## src/rtl/alu_pkg.sv

```systemverilog
// Shared op-codes and controller state encoding for alu_nbit_seq.
package alu_pkg;

  localparam logic [2:0] OP_AND = 3'b000;
  localparam logic [2:0] OP_OR  = 3'b001;
  localparam logic [2:0] OP_ADD = 3'b010;
  localparam logic [2:0] OP_SLT = 3'b011;
  localparam logic [2:0] OP_MUL = 3'b100;

  typedef enum logic {
    ST_IDLE = 1'b0,
    ST_MUL  = 1'b1
  } alu_state_e;

endpackage

```

## src/rtl/alu_adder_nbit.sv

```systemverilog
// Parametrised ripple-carry adder with carry-out and signed-overflow flag.
module alu_adder_nbit #(
  parameter int WIDTH = 8
) (
  input  logic [WIDTH-1:0] a,
  input  logic [WIDTH-1:0] b,
  input  logic             cin,
  output logic [WIDTH-1:0] sum,
  output logic             cout,
  output logic             ovf
);

  logic c;

  // Bit-serial carry chain, LSB first
  always_comb begin
    sum = {WIDTH{1'b0}};
    c   = cin;
    for (int i = 0; i < WIDTH; i++) begin
      sum[i] = a[i] ^ b[i] ^ c;
      c      = (a[i] & b[i]) | (c & (a[i] ^ b[i]));
    end
    cout = c;
  end

  assign ovf = (a[WIDTH-1] == b[WIDTH-1]) && (sum[WIDTH-1] != a[WIDTH-1]);

endmodule

```

## src/rtl/alu_nbit_seq.sv

```systemverilog
// Registered WIDTH-bit ALU: AND/OR/ADD/SLT in one cycle, unsigned shift-add MUL over WIDTH cycles.
// Define ALU_SAT_EN to make ADD saturate on signed overflow instead of wrapping.
module alu_nbit_seq
  import alu_pkg::*;
#(
  parameter int WIDTH = 8,
  parameter int CNT_W = $clog2(WIDTH + 1)
) (
  input  logic             clk,
  input  logic             reset,
  input  logic             start,
  input  logic [WIDTH-1:0] a,
  input  logic [WIDTH-1:0] b,
  input  logic             Ainvert,
  input  logic             Binvert,
  input  logic             cy_in,
  input  logic [2:0]       op,
  output logic [WIDTH-1:0] result,
  output logic [WIDTH-1:0] result_hi,
  output logic             zero_flag,
  output logic             cout,
  output logic             overflow,
  output logic             busy,
  output logic             done
);

  localparam logic [CNT_W-1:0] CNT_LAST = CNT_W'(WIDTH);
  localparam logic [CNT_W-1:0] CNT_ONE  = CNT_W'(1);

  alu_state_e       state_q, state_d;
  logic [CNT_W-1:0] cnt_q, cnt_d;
  logic [WIDTH-1:0] hi_q, hi_d, lo_q, lo_d, mcand_q, mcand_d;
  logic [WIDTH-1:0] result_q, result_d, result_hi_q, result_hi_d;
  logic             zero_q, zero_d, cout_q, cout_d, ovf_q, ovf_d;
  logic             busy_q, busy_d, done_q, done_d;

  logic [WIDTH-1:0] a_c, b_c, add_a, add_b, add_sum, add_res;
  logic             add_cin, add_cout, add_ovf, upd;

  assign a_c = Ainvert ? ~a : a;
  assign b_c = Binvert ? ~b : b;

  alu_adder_nbit #(.WIDTH(WIDTH)) u_adder (
    .a    (add_a),
    .b    (add_b),
    .cin  (add_cin),
    .sum  (add_sum),
    .cout (add_cout),
    .ovf  (add_ovf)
  );

  // Adder sharing: MUL accumulate, SLT subtraction, or conditioned ADD operands
  always_comb begin
    if (state_q == ST_MUL) begin
      add_a   = hi_q;
      add_b   = lo_q[0] ? mcand_q : {WIDTH{1'b0}};
      add_cin = 1'b0;
    end else if (op == OP_SLT) begin
      add_a   = a;
      add_b   = ~b;
      add_cin = 1'b1;
    end else begin
      add_a   = a_c;
      add_b   = b_c;
      add_cin = cy_in;
    end
  end

  // ADD result, optionally clamped toward the sign of a' on overflow
  always_comb begin
    add_res = add_sum;
`ifdef ALU_SAT_EN
    if (add_ovf) begin
      add_res = a_c[WIDTH-1] ? {1'b1, {(WIDTH-1){1'b0}}} : {1'b0, {(WIDTH-1){1'b1}}};
    end else begin
      add_res = add_sum;
    end
`endif
  end

  // Next-state and output computation
  always_comb begin
    state_d     = state_q;
    cnt_d       = cnt_q;
    hi_d        = hi_q;
    lo_d        = lo_q;
    mcand_d     = mcand_q;
    result_d    = result_q;
    result_hi_d = result_hi_q;
    cout_d      = cout_q;
    ovf_d       = ovf_q;
    busy_d      = busy_q;
    done_d      = 1'b0;
    upd         = 1'b0;
    case (state_q)
      ST_IDLE: begin
        if (start) begin
          upd         = 1'b1;
          done_d      = 1'b1;
          result_hi_d = {WIDTH{1'b0}};
          cout_d      = 1'b0;
          ovf_d       = 1'b0;
          case (op)
            OP_AND: result_d = a_c & b_c;
            OP_OR:  result_d = a_c | b_c;
            OP_ADD: begin
              result_d = add_res;
              cout_d   = add_cout;
              ovf_d    = add_ovf;
            end
            OP_SLT: begin
              result_d = {{(WIDTH-1){1'b0}}, add_sum[WIDTH-1] ^ add_ovf};
              cout_d   = add_cout;
            end
            OP_MUL: begin
              // Operands are latched; visible outputs stay put until the product lands
              upd         = 1'b0;
              done_d      = 1'b0;
              result_hi_d = result_hi_q;
              cout_d      = cout_q;
              ovf_d       = ovf_q;
              mcand_d     = a;
              lo_d        = b;
              hi_d        = {WIDTH{1'b0}};
              cnt_d       = {CNT_W{1'b0}};
              busy_d      = 1'b1;
              state_d     = ST_MUL;
            end
            default: result_d = {WIDTH{1'b0}};
          endcase
        end else begin
          done_d = 1'b0;
        end
      end
      ST_MUL: begin
        if (cnt_q != CNT_LAST) begin
          hi_d   = {add_cout, add_sum[WIDTH-1:1]};
          lo_d   = {add_sum[0], lo_q[WIDTH-1:1]};
          cnt_d  = cnt_q + CNT_ONE;
          busy_d = (cnt_q + CNT_ONE) != CNT_LAST;
        end else begin
          upd         = 1'b1;
          result_d    = lo_q;
          result_hi_d = hi_q;
          cout_d      = 1'b0;
          ovf_d       = 1'b0;
          done_d      = 1'b1;
          busy_d      = 1'b0;
          state_d     = ST_IDLE;
        end
      end
      default: begin
        state_d = ST_IDLE;
        busy_d  = 1'b0;
      end
    endcase
    if (upd) begin
      zero_d = ~|{result_hi_d, result_d};
    end else begin
      zero_d = zero_q;
    end
  end

  // State and output registers, cleared asynchronously
  always_ff @(posedge clk or posedge reset) begin
    if (reset) begin
      state_q     <= ST_IDLE;
      cnt_q       <= {CNT_W{1'b0}};
      hi_q        <= {WIDTH{1'b0}};
      lo_q        <= {WIDTH{1'b0}};
      mcand_q     <= {WIDTH{1'b0}};
      result_q    <= {WIDTH{1'b0}};
      result_hi_q <= {WIDTH{1'b0}};
      zero_q      <= 1'b0;
      cout_q      <= 1'b0;
      ovf_q       <= 1'b0;
      busy_q      <= 1'b0;
      done_q      <= 1'b0;
    end else begin
      state_q     <= state_d;
      cnt_q       <= cnt_d;
      hi_q        <= hi_d;
      lo_q        <= lo_d;
      mcand_q     <= mcand_d;
      result_q    <= result_d;
      result_hi_q <= result_hi_d;
      zero_q      <= zero_d;
      cout_q      <= cout_d;
      ovf_q       <= ovf_d;
      busy_q      <= busy_d;
      done_q      <= done_d;
    end
  end

  assign result    = result_q;
  assign result_hi = result_hi_q;
  assign zero_flag = zero_q;
  assign cout      = cout_q;
  assign overflow  = ovf_q;
  assign busy      = busy_q;
  assign done      = done_q;

endmodule

```

## config.mk

```make
export PLATFORM = sky130hd
export DESIGN_NAME = alu_nbit_seq
export DESIGN_NICKNAME = d
export VERILOG_FILES = /design/src/rtl/alu_pkg.sv /design/src/rtl/alu_adder_nbit.sv /design/src/rtl/alu_nbit_seq.sv
export SDC_FILE = /design/constraint.sdc
export NUM_CORES = 1
export LEC_CHECK = 0
export BUFFER_PORTS_ARGS = -buffer_cell sky130_fd_sc_hd__buf_4
export CAP_MARGIN = 15
export CORE_ASPECT_RATIO = 1.4
export CORE_MARGIN = 2
export CORE_UTILIZATION = 55
export CTS_BUF_LIST = sky130_fd_sc_hd__clkbuf_4
export CTS_CLUSTER_SIZE = 10
export DETAILED_ROUTE_END_ITERATION = 12
export GPL_TIMING_DRIVEN = 0
export PLACE_DENSITY = 0.77
export SLEW_MARGIN = 20
export SYNTH_ARGS = -nofsm -noshare
export SYNTH_HDL_FRONTEND = slang
export SYNTH_HIERARCHICAL = 1
export SYNTH_SLANG_ARGS = --single-unit
export TNS_END_PERCENT = 100
```

## constraint.sdc

```tcl
create_clock -name clk -period 15.83 [get_ports clk]
set_input_delay 2.3745 -clock clk [delete_from_list [all_inputs] [get_ports clk]]
set_output_delay 2.3745 -clock clk [all_outputs]
set_load 0.05 [all_outputs]
```

==> summary.txt <==
Power
  – Worst vdd ir: 0.0000712 V
  – Leak: about 1.6 nW
  – PwrDens: 189 nW/um^2

Floorplan
  – Die height: 93.6 um
  – Die area: ~6400 um^2
  – Core area: 5530 um^2
  – Die Wd: 68.0 um
  – Initial Utilization: 0.571
  – Core Rows: 32
  – I/O Pins: 46

Global routing
  – Vias in the first global route: 2683
  – First-pass GRT wire length: roughly 13000 um
  – Initial antenna violation count: 0
  – Grt ovf: 0
  – Met1 GRT Util: 0.368
  – Largest net degree at the start of global routing: 27
  – Met2 Usage GRT: 0.457
  – GR Layer Usage met3: 0.0349
  – Total GRT Usage: 0.278
  – Gr busiest metal: met2

Final layout
  – NumNets Final: 430
  – Finished Core Util: 0.659
  – Fraction of layout cells with a size suffix above 1: 0.180
  – ANT cells: 0
  – Synthesis-to-layout area growth: 15.3%

Logic synthesis
  – Synth Register Bits: 50
  – Synth area leader: dfrtp_1
  – Synthesized cell area: approximately 3200 um^2
  – Synth unique cells: 45
  – Synth Flop Type: dfrtp_1
  – Ranking of synthesized cells by area: dfrtp_1 40%, xor2_1 9.4%, o21ai_0 6.7%, nand2_1 5.8%, fa_1 5.1%
  – Asr flop ratio synth: 1.00
  – Xor/xnor share of the synthesized area: 0.0971
  – Synth cell count leaders: 50 x dfrtp_1, 49 x nand2_1, 42 x o21ai_0
  – Seq/Total Area, Yosys: 0.396
  – Synth Area in Compound Gates: 0.185
  – Post-Synth Adder-Cell Area: 0.0690
  – Mux share of post-synthesis cell area: 0.0606
  – Most frequent cell after synthesis: dfrtp_1
  – Synth Area per Inst: 9.20 um^2
  – Post-Syn Instances: 343
  – Yosys warns: 6
  – Synth top area share: 0.396
  – Number of synthesized flops with an enable pin: 0
  – Syn Nets: 379
  – Largest family of logic cells by synthesized area: compound AO/OA/AOI/OAI gates
  – Simple-Gate Fraction of Synth Area: 0.143

Timing
  – Setup Skew: a little under 0.01 ns
  – Max-slew violation count: 0
  – Fin Setup TNS: 0 ns
  – Worst Max-Slew Pin Slew: 0.819 ns
  – Fmax: 116 MHz
  – Final Cycle Share: 0.546
  – Setup Viol. Count Final: 0
  – Hold Fails Final Rpt: 0
  – Slew headroom: 0.454
  – Min cycle time layout: roughly 8.6 ns
  – Unrepaired setup endpoints after global routing: false

Clock tree
  – Clock latency at the later pin of the worst-skew pair: 0.38 ns
  – CTS tree: built
  – Hold Buf Count CTS: 0
  – CTS buffer count: 5
  – CTS HTree Levels: 2
  – CTS Root Buffer Type: clkbuf_4
  – CTS Buffer Depth: 2
  – Clock Sinks: 50
  – Post-CTS setup buffer count: 0
  – Clock transition at path regs: 0.15 ns
  – Post-CTS sizing: 0

Setup path
  – Arrival time worst endpoint: 8.96 ns
  – Critical Path Max Stage Delay: 0.47 ns
  – CP max FO: 10
  – CP delay by family, top: adder cells
  – CP endpoint kind: register
  – Startpoint class of the critical path: input pin
  – FF-to-FF End: zero_flag$_DFFE_PP0P_
  – Data required, critical path: 16.16 ns
  – Worst path slowest cell: fa_1
  – Worst R2R Path Depth: 23
  – Worst path most repeated cell: fa_1
  – Crit Path Class: input pin to register
  – FF-to-FF Start: state_q$_DFF_PP0_
  – R2R setup slack: 9.17 ns
  – Buf+Inv Stages, Crit Path: 6

Min path
  – Hold EP: cout$_DFFE_PP0P_
  – Worst hold path type: register to register
  – Hold path depth: 2
  – Hold path start: cout$_DFFE_PP0P_

Routing
  – Via Count: 2765
  – DRC violations left: 0
  – Drt initial violations: 236
  – Routed WL: between 8000 and 9000 um
  – Detail Route Antenna Nets: 0
  – Router iterations before antenna repair: 5
  – DR vias/cell: between 5 and 6
  – WL/cell: 17.5 um

Outcome
  – Status: completed

Flow run
  – Max Cap Violations: 0

Placement
  – Number of buffers added on ports: 43
  – Detail Placement HPWL: 6280 um
  – GP Congestion: roughly 0.9
-- worst register-to-register path: cells and delay by family (launching register included) --
family	cells	cell delay [ns]
adder cells (fa/ha/maj)	8	3.06
buffers and inverters	6	1.27
AO/OA/AOI/OAI	5	1.00
AND/OR/NAND/NOR	2	0.60
flip-flops	1	0.34
XOR/XNOR	2	0.34
-- layer usage --
| metal | routed length, um | part of all wire |
|---|---|---|
| met1 | 3300 | 0.41 |
| met2 | 3980 | 0.49 |
| met3 | 598 | 0.074 |
| met4 | 214 | 0.026 |
| met5 | 0 | 0 |
-- worst max-delay path by stage --
stage | startpoint | end | slack [ns] | cells past startpoint
after floorplan | op[1] | zero_flag$_DFFE_PP0P_ | 7.89 | 26
after global placement | op[0] | zero_flag$_DFFE_PP0P_ | 7.20 | 26
after detailed placement | op[0] | zero_flag$_DFFE_PP0P_ | 7.01 | 26
after CTS | op[0] | zero_flag$_DFFE_PP0P_ | 7.36 | 26
after global routing | op[0] | zero_flag$_DFFE_PP0P_ | 6.89 | 26
final | op[0] | zero_flag$_DFFE_PP0P_ | 7.19 | 26
-- layout by cell type, fill, tap and decap left out, drive strengths merged, types with 3 or more instances in the layout --
cell type,synthesis,layout
dfrtp,50,50
mux2,9,9
fa,8,8
nand3,13,13
nor2,11,11
buf,7,51
o21ai,42,42
xor2,34,34
a21oi,16,16
ha,3,3
nand2b,3,3
a22o,10,10
clkbuf,15,20
nand2,49,49
mux2i,9,9
nor3,3,3
inv,15,15
o21bai,4,4
a22oi,8,8
nor2b,6,6
o22ai,4,4
-- through the flow --
step / total power (W) / worst slack (ns) / cells / area [um^2] / hold slack, ns
5_1_grt: 0.000732 / 6.89 / 463 / 3640 / 0.543
6_report: 0.000687 / 7.19 / 463 / 3640 / 0.521
4_1_cts: 0.000682 / 7.36 / 463 / 3640 / 0.523
3_3_place_gp: 0.000614 / 7.20 / 454 / 3560 / 0.481
3_5_place_dp: 0.000625 / 7.01 / 455 / 3580 / 0.489
2_1_floorplan: 0.000501 / 7.89 / 343 / 3160 / 0.471
-- registers in the layout, summed over array words and instances (netlist names) --
register   cells
cnt_q          4
hi_q           8
done           1
busy           1
overflow       1
zero_flag      1
result_hi      8
state_q        1
mcand_q        8
cout           1
lo_q           8
result         8
-- where the power goes --
part	total [W]	switching, W	internal, W
combinational	0.000402	0.000252	0.000150
clock	0.0000581	0.0000416	0.0000166
sequential	0.000226	0.0000448	0.000181
total	0.000687	0.000339	0.000348
-- area by class of cell --
type | count | area, um^2
Buffer | 22 | 96.3
Clock buffer | 5 | 37.5
Clock inverter | 3 | 16.3
Fill cell | 476 | 1890
Inverter | 15 | 56.3
Multi-Input combinational cell | 256 | 1750
Sequential cell | 50 | 1250
Tap cell | 68 | 85.1
Timing Repair Buffer | 44 | 343
-- cells by family (layout without fill, tap and decap cells) --
| family | count (synthesis) | in the layout |
|---|---|---|
| flops | 50 | 50 |
| simple gates | 95 | 95 |
| buf+inv | 37 | 89 |
| xor+xnor | 35 | 35 |
| mux | 18 | 18 |
| compound gates | 95 | 95 |
| fa+ha+maj | 13 | 13 |
Note: power is estimated with default switching activity, not from simulation.
